## src/rtl/pipe_pkg.sv

```systemverilog
// pipe_pkg
//   Shared definitions for the MIPS inter-stage pipeline registers:
//   nominal payload widths for each stage boundary, the NOP encoding used
//   as the bubble value, and the occupancy encodings of pipe_stage_reg.
package pipe_pkg;

    // Payload widths of the four stage boundaries.
    localparam int IFID_W  = 64;   // {instr, next_pc}
    localparam int IDEX_W  = 148;
    localparam int EXMEM_W = 107;
    localparam int MEMWB_W = 71;

    // sll $0,$0,0: an all-zero word decodes as a NOP.
    localparam logic [31:0] NOP_INSTR = 32'h0;

    // Number of entries held by a stage register.
    typedef enum logic [1:0] {
        OCC_EMPTY = 2'd0,
        OCC_FULL  = 2'd1,
        OCC_BUSY  = 2'd2
    } occ_t;

endpackage

```

## src/rtl/pipe_entry.sv

```systemverilog
// pipe_entry
//   One payload slot of a pipeline register: DATA_W data bits plus a valid
//   bit. An invalid slot always holds BUBBLE, so downstream logic that
//   decodes the data while valid is low sees a NOP.
// Ports
//   clk    in   rising-edge clock
//   reset  in   synchronous active-high reset (clears to BUBBLE)
//   load   in   capture dIn, set valid
//   clear  in   drop the payload (data <= BUBBLE, valid <= 0); wins over load
//   dIn    in   payload to capture
//   dOut   out  held payload
//   valid  out  slot holds a payload
module pipe_entry
    import pipe_pkg::*;
#(
    parameter int                 DATA_W = 64,
    parameter logic [DATA_W-1:0]  BUBBLE = '0
) (
    input  logic              clk,
    input  logic              reset,
    input  logic              load,
    input  logic              clear,
    input  logic [DATA_W-1:0] dIn,
    output logic [DATA_W-1:0] dOut,
    output logic              valid
);

    always_ff @(posedge clk) begin
        if (reset || clear) begin
            dOut  <= BUBBLE;
            valid <= 1'b0;
        end else if (load) begin
            dOut  <= dIn;
            valid <= 1'b1;
        end
    end

endmodule

```

## src/rtl/pipe_stage_reg.sv

```systemverilog
// pipe_stage_reg
//   Inter-stage pipeline register with valid/ready handshake, stall hold,
//   flush-to-bubble and an optional skid entry (SKID=1) that lets in_ready
//   be a register with no combinational path from out_ready.
// Ports
//   clk, reset            rising-edge clock, synchronous active-high reset
//   in_valid/in_ready     upstream handshake, in_data payload
//   out_valid/out_ready   downstream handshake, out_data payload
//   stall                 freeze contents; no accept/emit while high
//   flush                 drop all held payloads (beats stall)
//   occupancy             entries currently held (0..2)
//
// state     | meaning
// OCC_EMPTY | nothing held, out_data = BUBBLE
// OCC_FULL  | main entry holds the head payload
// OCC_BUSY  | main + skid both hold payloads (skid is younger); in_ready low
module pipe_stage_reg
    import pipe_pkg::*;
#(
    parameter int                 DATA_W = 64,
    parameter bit                 SKID   = 1'b1,
    parameter logic [DATA_W-1:0]  BUBBLE = '0
) (
    input  logic              clk,
    input  logic              reset,
    input  logic              in_valid,
    output logic              in_ready,
    input  logic [DATA_W-1:0] in_data,
    output logic              out_valid,
    input  logic              out_ready,
    output logic [DATA_W-1:0] out_data,
    input  logic              stall,
    input  logic              flush,
    output logic [1:0]        occupancy
);

    occ_t              state, nextState;
    logic              inReadyReg;
    logic              accept, emit;
    logic              mainLoad, mainClear, mainSel;
    logic              skidLoad, skidClear;
    logic              mainValid, skidValid;
    logic [DATA_W-1:0] mainD, skidData;

    // Stall masks both handshakes, so nothing moves while it is high.
    assign out_valid = mainValid & ~stall;
    assign accept    = in_valid & in_ready;
    assign emit      = out_valid & out_ready;

    // inReadyReg is 0 through reset and rises one cycle after release.
    generate
        if (SKID) begin : g_readySkid
            assign in_ready = inReadyReg & ~stall;
        end else begin : g_readySingle
            assign in_ready = inReadyReg & ~stall & (~mainValid | out_ready);
        end
    endgenerate

    always_ff @(posedge clk) begin
        if (reset) begin
            state      <= OCC_EMPTY;
            inReadyReg <= 1'b0;
        end else begin
            state      <= nextState;
            inReadyReg <= (nextState != OCC_BUSY);
        end
    end

    always_comb begin
        nextState = state;
        mainLoad  = 1'b0;
        mainClear = 1'b0;
        mainSel   = 1'b0;
        skidLoad  = 1'b0;
        skidClear = 1'b0;
        if (flush) begin
            nextState = OCC_EMPTY;
            mainClear = 1'b1;
            skidClear = 1'b1;
        end else begin
            case (state)
                OCC_EMPTY: begin
                    if (accept) begin
                        nextState = OCC_FULL;
                        mainLoad  = 1'b1;
                    end
                end
                OCC_FULL: begin
                    if (accept && emit) begin
                        mainLoad = 1'b1;
                    end else if (accept) begin
                        // Only reachable with SKID=1: single-entry in_ready needs out_ready.
                        nextState = OCC_BUSY;
                        skidLoad  = 1'b1;
                    end else if (emit) begin
                        nextState = OCC_EMPTY;
                        mainClear = 1'b1;
                    end
                end
                OCC_BUSY: begin
                    if (emit) begin
                        nextState = OCC_FULL;
                        mainLoad  = 1'b1;
                        mainSel   = 1'b1;
                        skidClear = 1'b1;
                    end
                end
                default: begin
                    nextState = OCC_EMPTY;
                    mainClear = 1'b1;
                    skidClear = 1'b1;
                end
            endcase
        end
    end

    assign mainD = mainSel ? skidData : in_data;

    pipe_entry #(.DATA_W(DATA_W), .BUBBLE(BUBBLE)) u_main (
        .clk   (clk),
        .reset (reset),
        .load  (mainLoad),
        .clear (mainClear),
        .dIn   (mainD),
        .dOut  (out_data),
        .valid (mainValid)
    );

    generate
        if (SKID) begin : g_skid
            pipe_entry #(.DATA_W(DATA_W), .BUBBLE(BUBBLE)) u_skid (
                .clk   (clk),
                .reset (reset),
                .load  (skidLoad),
                .clear (skidClear),
                .dIn   (in_data),
                .dOut  (skidData),
                .valid (skidValid)
            );
        end else begin : g_noSkid
            assign skidData  = BUBBLE;
            assign skidValid = 1'b0;
        end
    endgenerate

    assign occupancy = {1'b0, mainValid} + {1'b0, skidValid};

endmodule

```

## config.mk

```make
export PLATFORM = sky130hd
export DESIGN_NAME = pipe_stage_reg
export DESIGN_NICKNAME = d
export VERILOG_FILES = /design/src/rtl/pipe_pkg.sv /design/src/rtl/pipe_entry.sv /design/src/rtl/pipe_stage_reg.sv
export SDC_FILE = /design/constraint.sdc
export NUM_CORES = 1
export LEC_CHECK = 0
export ABC_AREA = 1
export BUFFER_PORTS_ARGS = -buffer_cell sky130_fd_sc_hd__clkbuf_2
export CAP_MARGIN = 40
export CORE_MARGIN = 2
export CORE_UTILIZATION = 30
export DETAILED_ROUTE_END_ITERATION = 8
export GPL_ROUTABILITY_DRIVEN = 0
export PLACE_DENSITY = 0.58
export RECOVER_POWER = 25
export SLEW_MARGIN = 20
export SYNTH_ARGS = -nofsm -noshare
export SYNTH_HDL_FRONTEND = slang
export SYNTH_SLANG_ARGS = --single-unit
```

## constraint.sdc

```tcl
create_clock -name clk -period 1.55 [get_ports clk]
set_clock_uncertainty 0.2 [all_clocks]
set_input_delay 0.0775 -clock clk [delete_from_list [all_inputs] [get_ports clk]]
set_output_delay 0.0775 -clock clk [all_outputs]
set_load 0.05 [all_outputs]
```

-- Word level (Yosys, flattened, before mapping)
Index checks and enable logic that the tools add are counted.
- output and inout bits: 68
- word-level logic and storage cells: 45
- bits in registers: 133
- bits of input ports: 70
- eq/ne operators: 3
- bitwise gates (word level): 5
- reductions and logical operators: 6
- add/sub/neg operators: 1
- multiplexer cells: 24
- operator list (operator ; count):
    2-to-1 mux 64 bit ; 1
    2-to-1 mux 1 bit ; 13
    2-to-1 mux 2 bit ; 6
    one-hot mux 2 bit (3 select lines) ; 1
    AND 1 bit ; 4
    one-hot mux 1 bit (2 select lines) ; 2
    OR reduction 2 bit ; 2
    one-hot mux 1 bit (3 select lines) ; 1
    adder 1 x 1 -> 2 bit ; 1
    == test 2 x 1 -> 1 bit, second input constant ; 1
    == test 2 bit, second input constant ; 1
    logical NOT 2 bit ; 1
    logical OR 1 bit ; 2
    inequality test 2 bit, second input constant ; 1
    logical AND 1 bit ; 1
    NOT 1 bit ; 1

-- Depth between registers and ports, before layout
- depth in word-level cells: 9
- depth in mapped cells: 11
- mapped depth without buffers: 9

-- Modules after synthesis
Synthesis repeated with hierarchy kept, for this count alone.
- cells, all modules: 1071
- area total of the unflattened synthesis: 6572.6 µm²
- modules (own cells, without submodules) (module ; times used ; cells an instance ; area each (µm²) ; seq. area each (µm²)):
    pipe_entry ; 2 ; 408 ; 2655.0 ; 1301.2
    pipe_stage_reg ; 1 ; 255 ; 1262.5 ; 60.1

-- Worst setup path after synthesis
Ideal clock, no wire load.
- kind: register -> register
- start point: register u_main.valid
- end point: register u_main.dOut[54]
- period minus slack after synthesis: 1.522 ns
- cell stages (with the launch flop): 10
- data required time: 1.237 ns
- slack: 0.028 ns
- library setup time: 0.113 ns
- arrival time: 1.210 ns
- buffers on the path: 2
- cells stage by stage: dfxtp_1 -> nand3_2 -> nor2_2 -> nor2_2 -> nand2_1 -> nand2_1 -> buf_4 -> buf_4 -> nor2_1 -> nor2_1
- longest elaborated chain between the ends: 8
- elaborated cells between the ends (all ways): 15
- those cells by class: mux (11); bitwise (2); reduce/logical (2)
- RTL lines (element ; line ; source):
    start, declared ; pipe_entry.sv:25 ; output logic valid
    start signal, assigned ; pipe_entry.sv:31 ; valid <= 1'b0;
    start signal, assigned ; pipe_entry.sv:34 ; valid <= 1'b1;
    AND 1 bit (*) ; pipe_stage_reg.sv:46 ; assign out_valid = mainValid & ~stall;
    AND 1 bit (*) ; pipe_stage_reg.sv:48 ; assign emit = out_valid & out_ready;
    2-to-1 mux 1 bit ; pipe_stage_reg.sv:95, pipe_stage_reg.sv:101 ;
    2-to-1 mux 1 bit ; pipe_stage_reg.sv:91 ; end else if (accept) begin
    2-to-1 mux 1 bit ; pipe_stage_reg.sv:89 ; if (accept && emit) begin
    one-hot mux 1 bit (2 select lines) ; pipe_stage_reg.sv:81 ; case (state)
    2-to-1 mux 1 bit ; pipe_stage_reg.sv:76 ; if (flush) begin
    logical OR 1 bit ; pipe_entry.sv:29 ; if (reset || clear) begin
    end signal, assigned ; pipe_entry.sv:33 ; dOut <= dIn;
    end, declared ; pipe_entry.sv:24 ; output logic [DATA_W-1:0] dOut,
Every way passes the cells marked *; elsewhere a longest branch is shown, timed or not.
A chain may end at the register's enable or synchronous reset.

-- Final worst setup path
- start point: register state[1]
- end point: register g_skid.u_skid.dOut[49]
- longest elaborated chain between the ends: 5
- elaborated cells between the ends (all ways): 9
- those cells by class: eq/ne (2); mux (4); reduce/logical (3)
- RTL lines (element ; line ; source):
    start, declared ; pipe_stage_reg.sv:37 ; occ_t state, nextState;
    start signal, assigned ; pipe_stage_reg.sv:64 ; state <= nextState;
    == test 2 x 1 -> 1 bit or logical NOT 2 bit (tied branches) ; pipe_stage_reg.sv:81 ;
    OR reduction 2 bit (no line) ; - ;
    one-hot mux 1 bit (2 select lines) ; pipe_stage_reg.sv:81 ;
    2-to-1 mux 1 bit ; pipe_stage_reg.sv:76 ;
    logical OR 1 bit ; pipe_entry.sv:29 ;
    end signal, assigned ; pipe_entry.sv:33 ;
    end, declared ; pipe_entry.sv:24 ;
Parallel ways exist; a longest one is shown, timed or not.

==> results by group <==
Outcome
  • Run status: finished, violations left
  • Failing checks: negative hold slack, negative setup slack

Worst setup path
  • Worst flop-to-flop path startpoint: state[1]$_SDFF_PP0_
  • R2r setup slk: -190 ps
  • CP max FO: 14
  • CP Launch Type: flip-flop
  • Worst setup EP type: flip-flop
  • Cell count of the worst reg-to-reg path: 10
  • Kind of critical path: flip-flop to flip-flop
  • Critical path required time: about 1700 ps
  • End of the worst register-to-register path: g_skid.u_skid.dOut[49]$_SDFFE_PP0P_
  • CP Data Arrival Time: 1840 ps

Detailed routing
  • WL met2: ~10000 um
  • Wire length on met3: between 800 and 900 um
  • WL per Instance: 14.4 um
  • Highest metal used: met4
  • Via Count: about 6500
  • Final WL: ~21000 um
  • Number of DRC markers in iteration 0: between 200 and 300
  • Detail-routed via count per cell: ~4.4
  • Routed Antenna Nets: 0
  • Drt pass-1 iters: 5
  • Remaining DRCs: 0
  • Routed met1 length: approximately 10000 um

Clock network
  • Reg clk slew, reported paths: 60 ps
  • CTS sink count: around 130
  • Cts-stage hold buffer count: 66
  • CTS H-tree lvls: 4
  • CTS tree: done
  • Clock buffer count from CTS: 17
  • Root buffer cell: clkbuf_16
  • Clock Tree Buf Depth: 2
  • Worst-skew pair later-pin latency: between 400 and 500 ps

Power
  • Worst vdd ir: ~0.76 mV
  • Pwr dens: between 800 and 900 mW/mm^2
  • Cell leakage power: 4.60 nW

Floorplanning
  • Initial Utilization: 30.4%
  • Io pins: between 100 and 150
  • Die area: 0.0214 mm^2
  • Die width: roughly 150 um
  • Placeable Area: 0.0200 mm^2
  • Num rows: 52
  • Die extent in y: 146 um

STA
  • Min Tclk post-route: 1740 ps
  • Pins over their slew limit: 0
  • Final setup vio count: 130
  • RSZ-0062 raised after global routing: yes
  • Slew @ Worst Pin: approximately 330 ps
  • Worst rel slew slack: about 78%
  • Hold slack final: -31.2 ps
  • Final Cycle Share: 112%
  • Final WS setup: -188 ps
  • Final setup TNS: -16990 ps
  • Final-report hold violation count: 1
  • Peak Freq: 0.575 GHz

Hold path
  • Hold Crit Start: out_ready
  • Worst hold path endpoint: inReadyReg$_SDFF_PP0_
  • Worst min path class: input port to flip-flop
  • Hold Path Depth: 5

GRT
  • Global-route wire length before repair: between 20000 and 30000 um
  • Overflow after GRT: 0
  • Initial antenna violation count: 0
  • GRT Overall Usage: about 17%
  • Vias in the first global route: between 5000 and 6000
  • Largest net degree at the start of global routing: 44

Synth
  • Mapped Area: just over 0.006 mm^2
  • Ys Warns: 0
  • Syn Nets: about 1000
  • Sequential-to-total area share from yosys stat: between 40% and 50%
  • Gate Count Post-Synth: ~940
  • Yosys reg bits: 133
  • Synthesized area per cell: 6.45 um^2
  • Netlist cell types: 17

Layout
  • Commonest non-fill, non-tap cell in the layout: nand2_1
  • Filler Cell Count: approximately 2000
  • FF/Latch Area: about 0.0027 mm^2
  • Fin cells: ~1500
  • Most frequent cells in the layout: 344 x nand2_1, 133 x clkbuf_2, 129 x dfxtp_1
  • Area growth, synth to finish: 59.4%
  • Final design utilization: between 40% and 50%
  • Share of layout cells above drive strength 1: about 30%
  • Nets: around 1300
  • Diode count: 0
  • Multi-input gate area: a little over 0.003 mm^2

Job
  • Max cap viols: 0

Placed design
  • IO buf count: around 140
  • Post-DP HPWL: 10600 um
  • Placed cell count: around 1300
==> kinds of logic (layout without fill, tap and decap cells) <==
kind of cell	Yosys count	after routing	share of synthesized area [%]
fa+ha+maj	1	1	0.206
flops	133	133	43.8
simple gates	600	601	38.7
buf+inv	137	389	11.4
compound gates	72	72	5.92
==> sequential cells by signal, summed over array words and instances, names as in the netlist <==
| register | cells |
|---|---|
| g_skid.u_skid.dOut | 64 |
| g_skid.u_skid.valid | 1 |
| inReadyReg | 1 |
| state | 2 |
| u_main.dOut | 64 |
| u_main.valid | 1 |
==> critical path: stages, from the launching register on <==
cell	delay (ps)
dfxtp_2	330
inv_1	80
nand2_2	80
nor2_4	100
buf_6	110
inv_4	30
nor2_4	140
clkinv_4	190
clkbuf_16	230
nand2_1	60
a21oi_1	60
==> synthesized netlist by cell type <==
cell type  count  share of area, %
nand2_1      396                24
nor2_1       135               8.3
dfxtp_1      133                44
inv_1         72               4.4
a21oi_1       69               5.7
nand3_1       64               5.3
buf_2         27               2.2
buf_4         14               1.7
buf_6         12               2.2
clkbuf_1       7              0.43
inv_2          5              0.31
nand3_2        2              0.33
nor2_2         2              0.21
o21ai_0        2              0.16
ha_1           1              0.21
nor2_4         1              0.19
o21ai_1        1             0.082
==> per-layer routing <==
| layer | GRT usage (%) | vias up |
|---|---|---|
| li1 | - | 3366 |
| met1 | 21.3 | 2961 |
| met2 | 29.5 | 161 |
| met3 | 3.72 | 22 |
| met4 | 6.17 | 0 |
| met5 | 0 | - |
==> cell type report <==
class	instances	share of cell area, %
clock buffer	23	4.72
clock inverter	9	1.56
inverter	77	3.14
multi-input combinational	674	31.8
sequential	133	27.5
tap	270	3.48
timing repair buffer	280	27.7
==> worst max-delay path by stage <==
stage,from,end,cells after the start
2_1_floorplan,u_main.valid$_SDFFE_PP0P_,u_main.dOut[54]$_SDFFE_PP0P_,9
3_3_place_gp,u_main.valid$_SDFFE_PP0P_,u_main.dOut[50]$_SDFFE_PP0P_,8
3_5_place_dp,u_main.valid$_SDFFE_PP0P_,u_main.dOut[14]$_SDFFE_PP0P_,8
4_1_cts,u_main.valid$_SDFFE_PP0P_,u_main.dOut[35]$_SDFFE_PP0P_,10
5_1_grt,state[1]$_SDFF_PP0_,g_skid.u_skid.dOut[49]$_SDFFE_PP0P_,10
6_report,state[1]$_SDFF_PP0_,g_skid.u_skid.dOut[49]$_SDFFE_PP0P_,10
==> where the power goes <==
part | total, mW | internal (mW) | switching, mW
Combinational | 0.859 | 0.382 | 0.478
Sequential | 3.46 | 3.45 | 0.0143
Clock | 4.27 | 2.73 | 1.54
Total | 8.58 | 6.56 | 2.03
==> metrics by stage <==
stage	power, mW	area, um^2	setup WS (ps)	hold WS, ps
2_1_floorplan	3.87	6080	27.6	-53.4
3_3_place_gp	4.11	7140	-117	74.5
6_report	8.58	9700	-188	-31.2
3_5_place_dp	4.11	7140	-153	78.2
4_1_cts	8.59	8840	-113	-53.6
5_1_grt	8.89	9700	-265	-19.8
==> repair_timing <==
item / 4_1_cts / 5_1_grt
resized for setup: 68 / 96
cloned: 5 / 25
endpoints found under the hold margin: 132 / 1
buffers inserted: 10 / 4
setup endpoints to repair: 134 / 134
pin swaps: 10 / 29
Power figures use the tool's default switching activity.
